[config.mk]
export PLATFORM = sky130hd
export DESIGN_NAME = mdio_proxy_bridge
export DESIGN_NICKNAME = d
export VERILOG_FILES = /design/src/rtl/mdio_proxy_bridge.sv
export SDC_FILE = /design/constraint.sdc
export NUM_CORES = 1
export LEC_CHECK = 0
export CAP_MARGIN = 20
export CORE_MARGIN = 8
export CORE_UTILIZATION = 57
export CTS_CLUSTER_SIZE = 10
export DETAILED_ROUTE_END_ITERATION = 10
export PLACE_DENSITY_LB_ADDON = 0.08
export SLEW_MARGIN = 20
export SYNTH_ARGS = -nofsm -noshare
export SYNTH_HDL_FRONTEND = slang
export SYNTH_SLANG_ARGS = --single-unit
export TNS_END_PERCENT = 10
[constraint.sdc]
create_clock -name clk -period 6.4 [get_ports clk]
set_clock_uncertainty 0.05 [all_clocks]
set_input_delay 1.6 -clock clk [delete_from_list [all_inputs] [get_ports clk]]
set_output_delay 1.6 -clock clk [all_outputs]
set_load 0.02 [all_outputs]
[src/rtl/mdio_proxy_bridge.sv]
// APB-to-APB bridge: local proxy window for indirect wide-address access,
// plus prefixed bypass forwarding, both with a programmable timeout.
// Ports:
//   clk, rstn                       clock, async active-low reset
//   req_p*                          APB request port (from MDIO side)
//   out_p*                          APB output port (to mapper)
module mdio_proxy_bridge #(
    parameter int                REQ_AW     = 21,
    parameter int                OUT_AW     = 32,
    parameter int                DW         = 16,
    parameter logic [REQ_AW-1:0] PROXY_BASE = 21'h1F_FFFC,
    parameter int                BYP_PREFIX = 1,
    parameter int                TW         = 10,
    parameter int                TIMEOUT    = 1000
) (
    input  logic              clk,
    input  logic              rstn,
    input  logic [REQ_AW-1:0] req_paddr,
    input  logic              req_pwrite,
    input  logic              req_psel,
    input  logic              req_penable,
    input  logic [DW-1:0]     req_pwdata,
    output logic              req_pready,
    output logic [DW-1:0]     req_prdata,
    output logic              req_pslverr,
    output logic [OUT_AW-1:0] out_paddr,
    output logic              out_pwrite,
    output logic              out_psel,
    output logic              out_penable,
    output logic [DW-1:0]     out_pwdata,
    input  logic              out_pready,
    input  logic [DW-1:0]     out_prdata,
    input  logic              out_pslverr
);

    typedef enum logic [2:0] {
        IDLE, REG_ACK, BYP_SETUP, BYP_ACCESS, PX_SETUP, PX_ACCESS, DONE_ACK
    } state_t;

    localparam logic [OUT_AW-1:0] PFX = OUT_AW'(BYP_PREFIX) << REQ_AW;

    state_t          state;
    logic [TW-1:0]   cnt;
    logic [DW-1:0]   data_q;
    logic [DW-1:0]   addr_h_q;
    logic [DW-1:0]   addr_l_q;
    logic            go_q, wr_q, done_q, err_q, tmo_q;

    logic            hit;
    logic [DW-1:0]   ctrl_rd;
    logic [DW-1:0]   reg_rd;
    logic [TW-1:0]   cnt_nxt;
    logic            tmo_hit;
    logic            acc;
    logic            fin;
    logic [2*DW-1:0] px_addr;

    always_comb begin
        hit     = req_paddr[REQ_AW-1:2] == PROXY_BASE[REQ_AW-1:2];
        ctrl_rd = {{(DW-5){1'b0}}, tmo_q, err_q, done_q, wr_q, go_q};
        reg_rd  = '0;
        unique case (req_paddr[1:0])
            2'd0: reg_rd = data_q;
            2'd1: reg_rd = addr_h_q;
            2'd2: reg_rd = addr_l_q;
            2'd3: reg_rd = ctrl_rd;
        endcase
        cnt_nxt = cnt + 1'b1;
        // out_pready wins over a simultaneous timeout
        tmo_hit = cnt_nxt == TW'(TIMEOUT);
        acc     = (state == BYP_ACCESS) || (state == PX_ACCESS);
        fin     = acc && (out_pready || tmo_hit);
        px_addr = {addr_h_q, addr_l_q};
    end

    always_ff @(posedge clk or negedge rstn) begin
        if (!rstn) begin
            state       <= IDLE;
            cnt         <= '0;
            data_q      <= '0;
            addr_h_q    <= '0;
            addr_l_q    <= '0;
            go_q        <= 1'b0;
            wr_q        <= 1'b0;
            done_q      <= 1'b0;
            err_q       <= 1'b0;
            tmo_q       <= 1'b0;
            req_pready  <= 1'b0;
            req_prdata  <= '0;
            req_pslverr <= 1'b0;
            out_paddr   <= '0;
            out_pwrite  <= 1'b0;
            out_psel    <= 1'b0;
            out_penable <= 1'b0;
            out_pwdata  <= '0;
        end else begin
            req_pready  <= 1'b0;
            req_prdata  <= '0;
            req_pslverr <= 1'b0;
            unique case (state)
                IDLE: begin
                    if (req_psel && req_penable) begin
                        if (hit) begin
                            state      <= REG_ACK;
                            req_pready <= 1'b1;
                            if (req_pwrite) begin
                                unique case (req_paddr[1:0])
                                    2'd0: data_q   <= req_pwdata;
                                    2'd1: addr_h_q <= req_pwdata;
                                    2'd2: addr_l_q <= req_pwdata;
                                    2'd3: begin
                                        go_q <= req_pwdata[0];
                                        wr_q <= req_pwdata[1];
                                        // launching clears the status bits
                                        if (req_pwdata[0]) begin
                                            done_q <= 1'b0;
                                            err_q  <= 1'b0;
                                            tmo_q  <= 1'b0;
                                        end
                                    end
                                endcase
                            end else begin
                                req_prdata <= reg_rd;
                            end
                        end else begin
                            state      <= BYP_SETUP;
                            out_psel   <= 1'b1;
                            out_paddr  <= PFX | OUT_AW'(req_paddr);
                            out_pwrite <= req_pwrite;
                            out_pwdata <= req_pwdata;
                        end
                    end
                end
                REG_ACK: begin
                    // go is only ever set by the CTRL write just acknowledged
                    if (go_q) begin
                        state      <= PX_SETUP;
                        out_psel   <= 1'b1;
                        out_paddr  <= px_addr[OUT_AW-1:0];
                        out_pwrite <= wr_q;
                        out_pwdata <= data_q;
                    end else begin
                        state <= IDLE;
                    end
                end
                BYP_SETUP: begin
                    state       <= BYP_ACCESS;
                    out_penable <= 1'b1;
                    cnt         <= '0;
                end
                PX_SETUP: begin
                    state       <= PX_ACCESS;
                    out_penable <= 1'b1;
                    cnt         <= '0;
                end
                BYP_ACCESS: begin
                    if (out_pready) begin
                        state       <= DONE_ACK;
                        req_pready  <= 1'b1;
                        req_prdata  <= out_pwrite ? '0 : out_prdata;
                        req_pslverr <= out_pslverr;
                    end else if (tmo_hit) begin
                        state       <= DONE_ACK;
                        req_pready  <= 1'b1;
                        req_prdata  <= '1;
                        req_pslverr <= 1'b1;
                    end else begin
                        cnt <= cnt_nxt;
                    end
                end
                PX_ACCESS: begin
                    if (out_pready) begin
                        state  <= IDLE;
                        go_q   <= 1'b0;
                        done_q <= 1'b1;
                        err_q  <= out_pslverr;
                        if (!out_pwrite) data_q <= out_prdata;
                    end else if (tmo_hit) begin
                        state  <= IDLE;
                        go_q   <= 1'b0;
                        done_q <= 1'b1;
                        tmo_q  <= 1'b1;
                        err_q  <= 1'b1;
                        if (!out_pwrite) data_q <= '1;
                    end else begin
                        cnt <= cnt_nxt;
                    end
                end
                DONE_ACK: state <= IDLE;
                default:  state <= IDLE;
            endcase
            if (fin) begin
                out_psel    <= 1'b0;
                out_penable <= 1'b0;
                out_paddr   <= '0;
                out_pwrite  <= 1'b0;
                out_pwdata  <= '0;
            end
        end
    end

endmodule

==> run_results.csv, run 1 <==
group,metric,value,unit
status,outcome,"finished, final reports clean",
layout,antennaDiodeCount,0,
worst_setup_path,critPathRequiredTime,6.66,ns
sta,finalSetupViolCount,0,
clock_network,root_buffer,"clkbuf_16",
worst_setup_path,crit_path_start,"req_paddr[12]",
global_route,grt_overflow_total,0,
worst_setup_path,rr_startpoint,"cnt[1]",
power,powerDensity,391,nW/um^2
worst_setup_path,startpoint_type,"primary input",
layout,drive_gt1_frac,0.133,
sta,fin_crit,4.72,ns
yosys,synth_flop_cell,"dfrtp_1",
detailed_routing,drc,0,
job,drv_cap,0,
yosys,yosysTopAreaCell,"dfrtp_1",
sta,hold_slack,0.472,ns
worst_setup_path,crit_type,"in -> reg",
yosys,synth_nets,775,
detailed_routing,drt_iter0_markers,664,
power,power,0.00359,W
sta,clock.fmax,0.212,GHz
clock_network,post_cts_buffers,0,
placement,dp_hpwl,14.9,mm
worst_setup_path,r2r_end,"out_pwdata[1]",
worst_setup_path,r2r_cells,8,
clock_network,holdBufCountCts,0,
layout,fin_nets,875,
yosys,synth-seq-cells,135,
yosys,synth_top_area_frac,0.475,
clock_network,cts_made_buffers,17,
clock_network,cts_tree,"built",
yosys,synthTopCellsByCount,"dfrtp_1 (135), nand2_1 (114), o22ai_1 (50)",
power,p_leak,3.90,nW
sta,slew_viol_final,0,
placement,routabilityCongestion,0.930,
global_route,grt_antenna_before_repair,0,
worst_setup_path,end_kind,"register",
yosys,synth_cell_types,54,
die,die_w,128,um
global_route,grt_pass1_wl,34.7,mm
power,vdd_drop_max,0.246,mV
sta,rsz0062_at_grt,"false",
yosys,yosys_warnings,0,
clock_network,clkSinkCount,135,
worst_setup_path,r2r_slack,2.34,ns
placement,portBuffers,128,
detailed_routing,routed_wl,21.9,mm
detailed_routing,vias,6403,
detailed_routing,ant_nets,0,
sta,maxSlewHeadroom,0.261,
detailed_routing,avgRoutedWirePerCell,21.9,um
global_route,grt_pass1_vias,6297,
placement,placed_area,8520,um^2
yosys,synth-edff-count,0,
detailed_routing,via_per_inst,6.42,
layout,utilization,0.741,
die,start_util,0.573,
yosys,avgSynthCellArea,9.97,um^2
clock_network,cts_resized,0,
layout,design_area,9210,um^2
clock_network,clockBufferDepth,2,
sta,fin_setup_tns,0,ns
global_route,grt_max_degree,83,
die,dieArea,16300,um^2
die,die_h,128,um
yosys,syn_inst,713,
global_route,grtUsageTotal,0.273,
sta,hold_viol,0,
die,coreArea,12400,um^2
yosys,async_reset_ff_frac,1.00,
detailed_routing,dr.pass1.iters,5,
clock_network,htree_levels,4,
sta,fin_crit_sh,0.737,
worst_setup_path,arrival,4.98,ns
die,num_rows,41,
yosys,yosysMostFrequentCell,"dfrtp_1",
yosys,yosysSeqAreaShare,0.475,
worst_setup_path,endpoint,"addr_h_q[8]",
min_path,hold_class,"reg -> reg",
yosys,synth_area_leaders,"dfrtp_1 (48%), mux2i_1 (6.9%), nand2_1 (6.0%)",
clock_network,clkSlewWorstSetupHoldPaths,0.06,ns
die,num_io_pins,129,
worst_setup_path,path_max_fanout,16,
sta,tightest_slew,1.10,ns
yosys,synth.cell_area,7110,um^2
clock_network,clk-insertion-delay-late,0.43,ns
layout,syn2layout_area_growth,29.5,%
==> power breakdown <==
part	leakage [nW]	internal, W	total, W	switching, W
logic	1.76	0.000534	0.00122	0.000684
registers	1.81	0.00105	0.00123	0.000187
clock network	0.328	0.000760	0.00114	0.000383
==> how the worst min path moves through the flow <==
stage / slack, ns / cells after the start / endpoint / startpoint
final: 0.47 / 2 / tmo_q / tmo_q
after global routing: 0.50 / 2 / tmo_q / tmo_q
after CTS: 0.47 / 2 / tmo_q / tmo_q
after detailed placement: 0.45 / 2 / tmo_q / tmo_q
after global placement: 0.43 / 2 / tmo_q / tmo_q
after floorplan: 0.41 / 2 / tmo_q / tmo_q
==> cell usage in the layout (no fill, tap or decap), drive strengths merged, types with 3 or more instances in the layout <==
cell           synthesis  routed
or3                    5       5
bufinv                 0       6
clkinvlp               0       3
and3                  18      18
a22o                   4       4
buf                   13      13
nand4                 22      22
mux2i                 49      49
o22ai                 60      60
or2                    3       3
o211ai                18      18
nor3                   8       8
nand2b                 5       5
clkbuf                46      20
mux2                  36      36
nor2                  21      21
a21boi                 3       3
xnor2                  3       3
a32oi                 16      16
a21o                   6       6
inv                    5       5
nand2                114     114
nand3                 24      24
o21ai                 30      30
a21oi                 33      33
clkinv                 0       3
clkdlybuf4s50          0     127
mux4                   5       5
a2111oi                5       5
dfrtp                135     135
==> kinds of logic after synthesis <==
logic type	share of synthesized area
compound gates	0.186
xor+xnor	0.00370
fa+ha+maj	0.00352
buf+inv	0.0366
flops	0.475
mux	0.142
simple gates	0.153
==> sequential cells by signal, summed over array words and instances (netlist names), 3 cells and up <==
| register | cells |
|---|---|
| addr_h_q | 16 |
| addr_l_q | 16 |
| cnt | 10 |
| data_q | 16 |
| out_paddr | 32 |
| out_pwdata | 16 |
| req_prdata | 16 |
| state | 3 |
==> layout make-up <==
| type | instances | area (um^2) |
|---|---|---|
| Tap cell | 172 | 215 |
| Multi-Input combinational cell | 514 | 3520 |
| Timing Repair Buffer | 140 | 1390 |
| Clock inverter | 12 | 221 |
| Sequential cell | 135 | 3380 |
| Inverter | 5 | 18.8 |
| Clock buffer | 20 | 467 |
| Fill cell | 884 | 3210 |
==> layer usage <==
metal,global-route usage,vias up,routed length (um),share of wire
met3,0.0678,47,1810,0.083
met4,0.100,0,516,0.024
li1,-,2858,-,-
met5,0,-,0,0
met1,0.361,3187,9260,0.42
met2,0.425,311,10300,0.47
==> critical path, cell delays in order <==
cell and delay [ns]:
clkdlybuf4s50_1 0.49, nand4_1 0.14, nor4_1 0.69, nand3_1 0.53, nor4b_4 1.08, mux2_2 0.44
==> metrics by stage <==
stage                     setup WS (ns)  std cells
after CTS                          1.77        998
after global routing               1.53        998
after global placement             1.45        966
final                              1.68        998
after detailed placement           1.34        966
after floorplan                    2.59        713
No activity file was read; power rests on OpenSTA's default activity.
==> run 2: changes to the inputs <==
CORE_UTILIZATION = 53   (was 57)
clock period = 4.9 ns   (was 6.4 ns; I/O delays follow)
==> run 2 against run 1 <==
  * Worst setup slack worse by 0.64 ns
  * Die area up 6.6%
  * Sequential power up 32%
  * Clock power up 7%
  * Design area down 0.98%
  * Critical path type unchanged
  * Hold slack better by 0.0083 ns
  * Wire length down 1.9%
==> run_results.csv, run 2 (synthesis gave the netlist of run 1 again) <==
group,metric,value,unit
status,outcome,"finished, final reports clean",
clock_network,clkSlewWorstSetupHoldPaths,0.06,ns
worst_setup_path,crit_type,"in -> reg",
worst_setup_path,startpoint_type,"primary input",
worst_setup_path,r2r_cells,8,
clock_network,cts_tree,"built",
power,seqPwrFrac,0.366,
detailed_routing,ant_nets,0,
clock_network,post_cts_buffers,0,
die,start_util,0.539,
global_route,grt_antenna_before_repair,0,
worst_setup_path,crit_path_start,"req_paddr[20]",
sta,rsz0062_at_grt,"false",
die,num_io_pins,129,
sta,hold_slack,0.480,ns
sta,hold_viol,0,
detailed_routing,routed_wl,21.4,mm
power,powerDensity,486,nW/um^2
sta,finalSetupViolCount,0,
global_route,grt_pass1_vias,6260,
worst_setup_path,rr_startpoint,"cnt[1]",
detailed_routing,drc,0,
sta,fin_setup_tns,0,ns
global_route,grtUsageTotal,0.248,
detailed_routing,vias,6243,
layout,top_register,"out_paddr",
worst_setup_path,end_kind,"register",
power,swShare,0.362,
power,clkPwrFrac,0.276,
detailed_routing,drt_iter0_markers,647,
layout,final-instance-count-excl-fill,1003,
detailed_routing,dr.pass1.iters,5,
power,p_switching,0.00161,W
sta,fin_crit_sh,0.788,
sta,maxSlewHeadroom,0.386,
die,num_rows,42,
die,coreArea,13200,um^2
clock_network,cts_resized,0,
layout,fin_nets,877,
die,die_w,132,um
worst_setup_path,path_max_fanout,16,
clock_network,clockBufferDepth,2,
job,drv_cap,0,
sta,tightest_slew,0.920,ns
layout,fillers,1014,
clock_network,cts_made_buffers,17,
worst_setup_path,endpoint,"addr_h_q[0]",
worst_setup_path,arrival,4.11,ns
layout,utilization,0.691,
layout,layout_commonest_cell,"dfrtp_1",
clock_network,clkSinkCount,135,
detailed_routing,avgRoutedWirePerCell,21.4,um
power,p_leak,3.87,nW
layout,final_cell_mix,"dfrtp_1 (135), clkdlybuf4s50_1 (127), nand2_1 (114), o22ai_1 (50), mux2i_1 (49)",
worst_setup_path,r2r_slack,1.10,ns
power,vdd_drop_max,0.262,mV
global_route,grt_pass1_wl,34.5,mm
worst_setup_path,critPathRequiredTime,5.15,ns
die,die_h,132,um
placement,routabilityCongestion,0.869,
worst_setup_path,r2r_end,"out_paddr[7]",
global_route,grt_max_degree,115,
layout,syn2layout_area_growth,28.2,%
power,power,0.00443,W
sta,clock.fmax,0.259,GHz
clock_network,root_buffer,"clkbuf_16",
placement,dp_hpwl,15.2,mm
layout,largest_register_ffs,32,
power,p_comb_frac,0.359,
sta,fin_crit,3.86,ns
clock_network,clk-insertion-delay-late,0.42,ns
min_path,hold_class,"reg -> reg",
power,intPower,0.00283,W
detailed_routing,via_per_inst,6.22,
clock_network,holdBufCountCts,0,
placement,dp_cells,972,
clock_network,htree_levels,4,
layout,antennaDiodeCount,0,
sta,slew_viol_final,0,
global_route,grt_overflow_total,0,
die,dieArea,17400,um^2
placement,portBuffers,128,
layout,drive_gt1_frac,0.129,
-- run 2: cell count changes in the layout (fill, tap and decap cells not counted), sizes merged --
cell / delta
clkinvlp: -3
bufinv: -4
clkinv: +4
clkbuf: +3
buf: +1
-- run 2: metrics by stage --
step	setup WS, ns	cell area [um^2]
floorplan	1.46	7110
global placement	0.757	8550
detailed placement	0.645	8550
CTS	1.05	9110
global route	0.871	9110
finish	1.04	9110
-- run 2: worst min path at each step --
stage | slack [ns] | endpoint | from | depth (start not counted)
global route | 0.49 | done_q | done_q | 1
detailed placement | 0.47 | tmo_q | tmo_q | 2
finish | 0.48 | out_paddr[11] | out_paddr[11] | 2
CTS | 0.48 | done_q | done_q | 1
global placement | 0.44 | err_q | err_q | 1
floorplan | 0.41 | tmo_q | tmo_q | 2
-- run 2: power groups by stage --
| stage | clock, W | sequential [W] | combinational [W] |
|---|---|---|---|
| 6_report | 0.00122 | 0.00162 | 0.00159 |
| 5_1_grt | 0.00129 | 0.00165 | 0.00172 |
| 4_1_cts | 0.00123 | 0.00161 | 0.00160 |
| 3_5_place_dp | 0 | 0.00162 | 0.00159 |
| 3_3_place_gp | 0 | 0.00161 | 0.00156 |
| 2_1_floorplan | 0 | 0.00174 | 0.000779 |
-- run 2: area by class of cell --
| cell class | instances | area, um^2 | area share |
|---|---|---|---|
| flip-flops and latches | 135 | 3380 | 0.371 |
| well taps | 176 | 220 | 0.0242 |
| inverters | 5 | 18.8 | 0.00206 |
| clock buffers | 22 | 454 | 0.0498 |
| repair buffers | 142 | 1420 | 0.155 |
| clock inverters | 9 | 103 | 0.0113 |
| multi-input cells | 514 | 3530 | 0.387 |
-- run 2: worst max-delay path: stages --
cell	delay, ns
clkdlybuf4s50_1	0.50
nand4_1	0.16
nor4_1	0.65
nand3_1	0.52
nor4b_4	0.38
buf_4	0.29
mux2_2	0.37
-- run 2: routing by layer --
metal	vias up	global-route usage	part of all wire
li1	2860	-	-
met1	3049	0.332	0.43
met2	303	0.389	0.47
met3	31	0.0671	0.084
met4	0	0.0651	0.013
met5	-	0	0
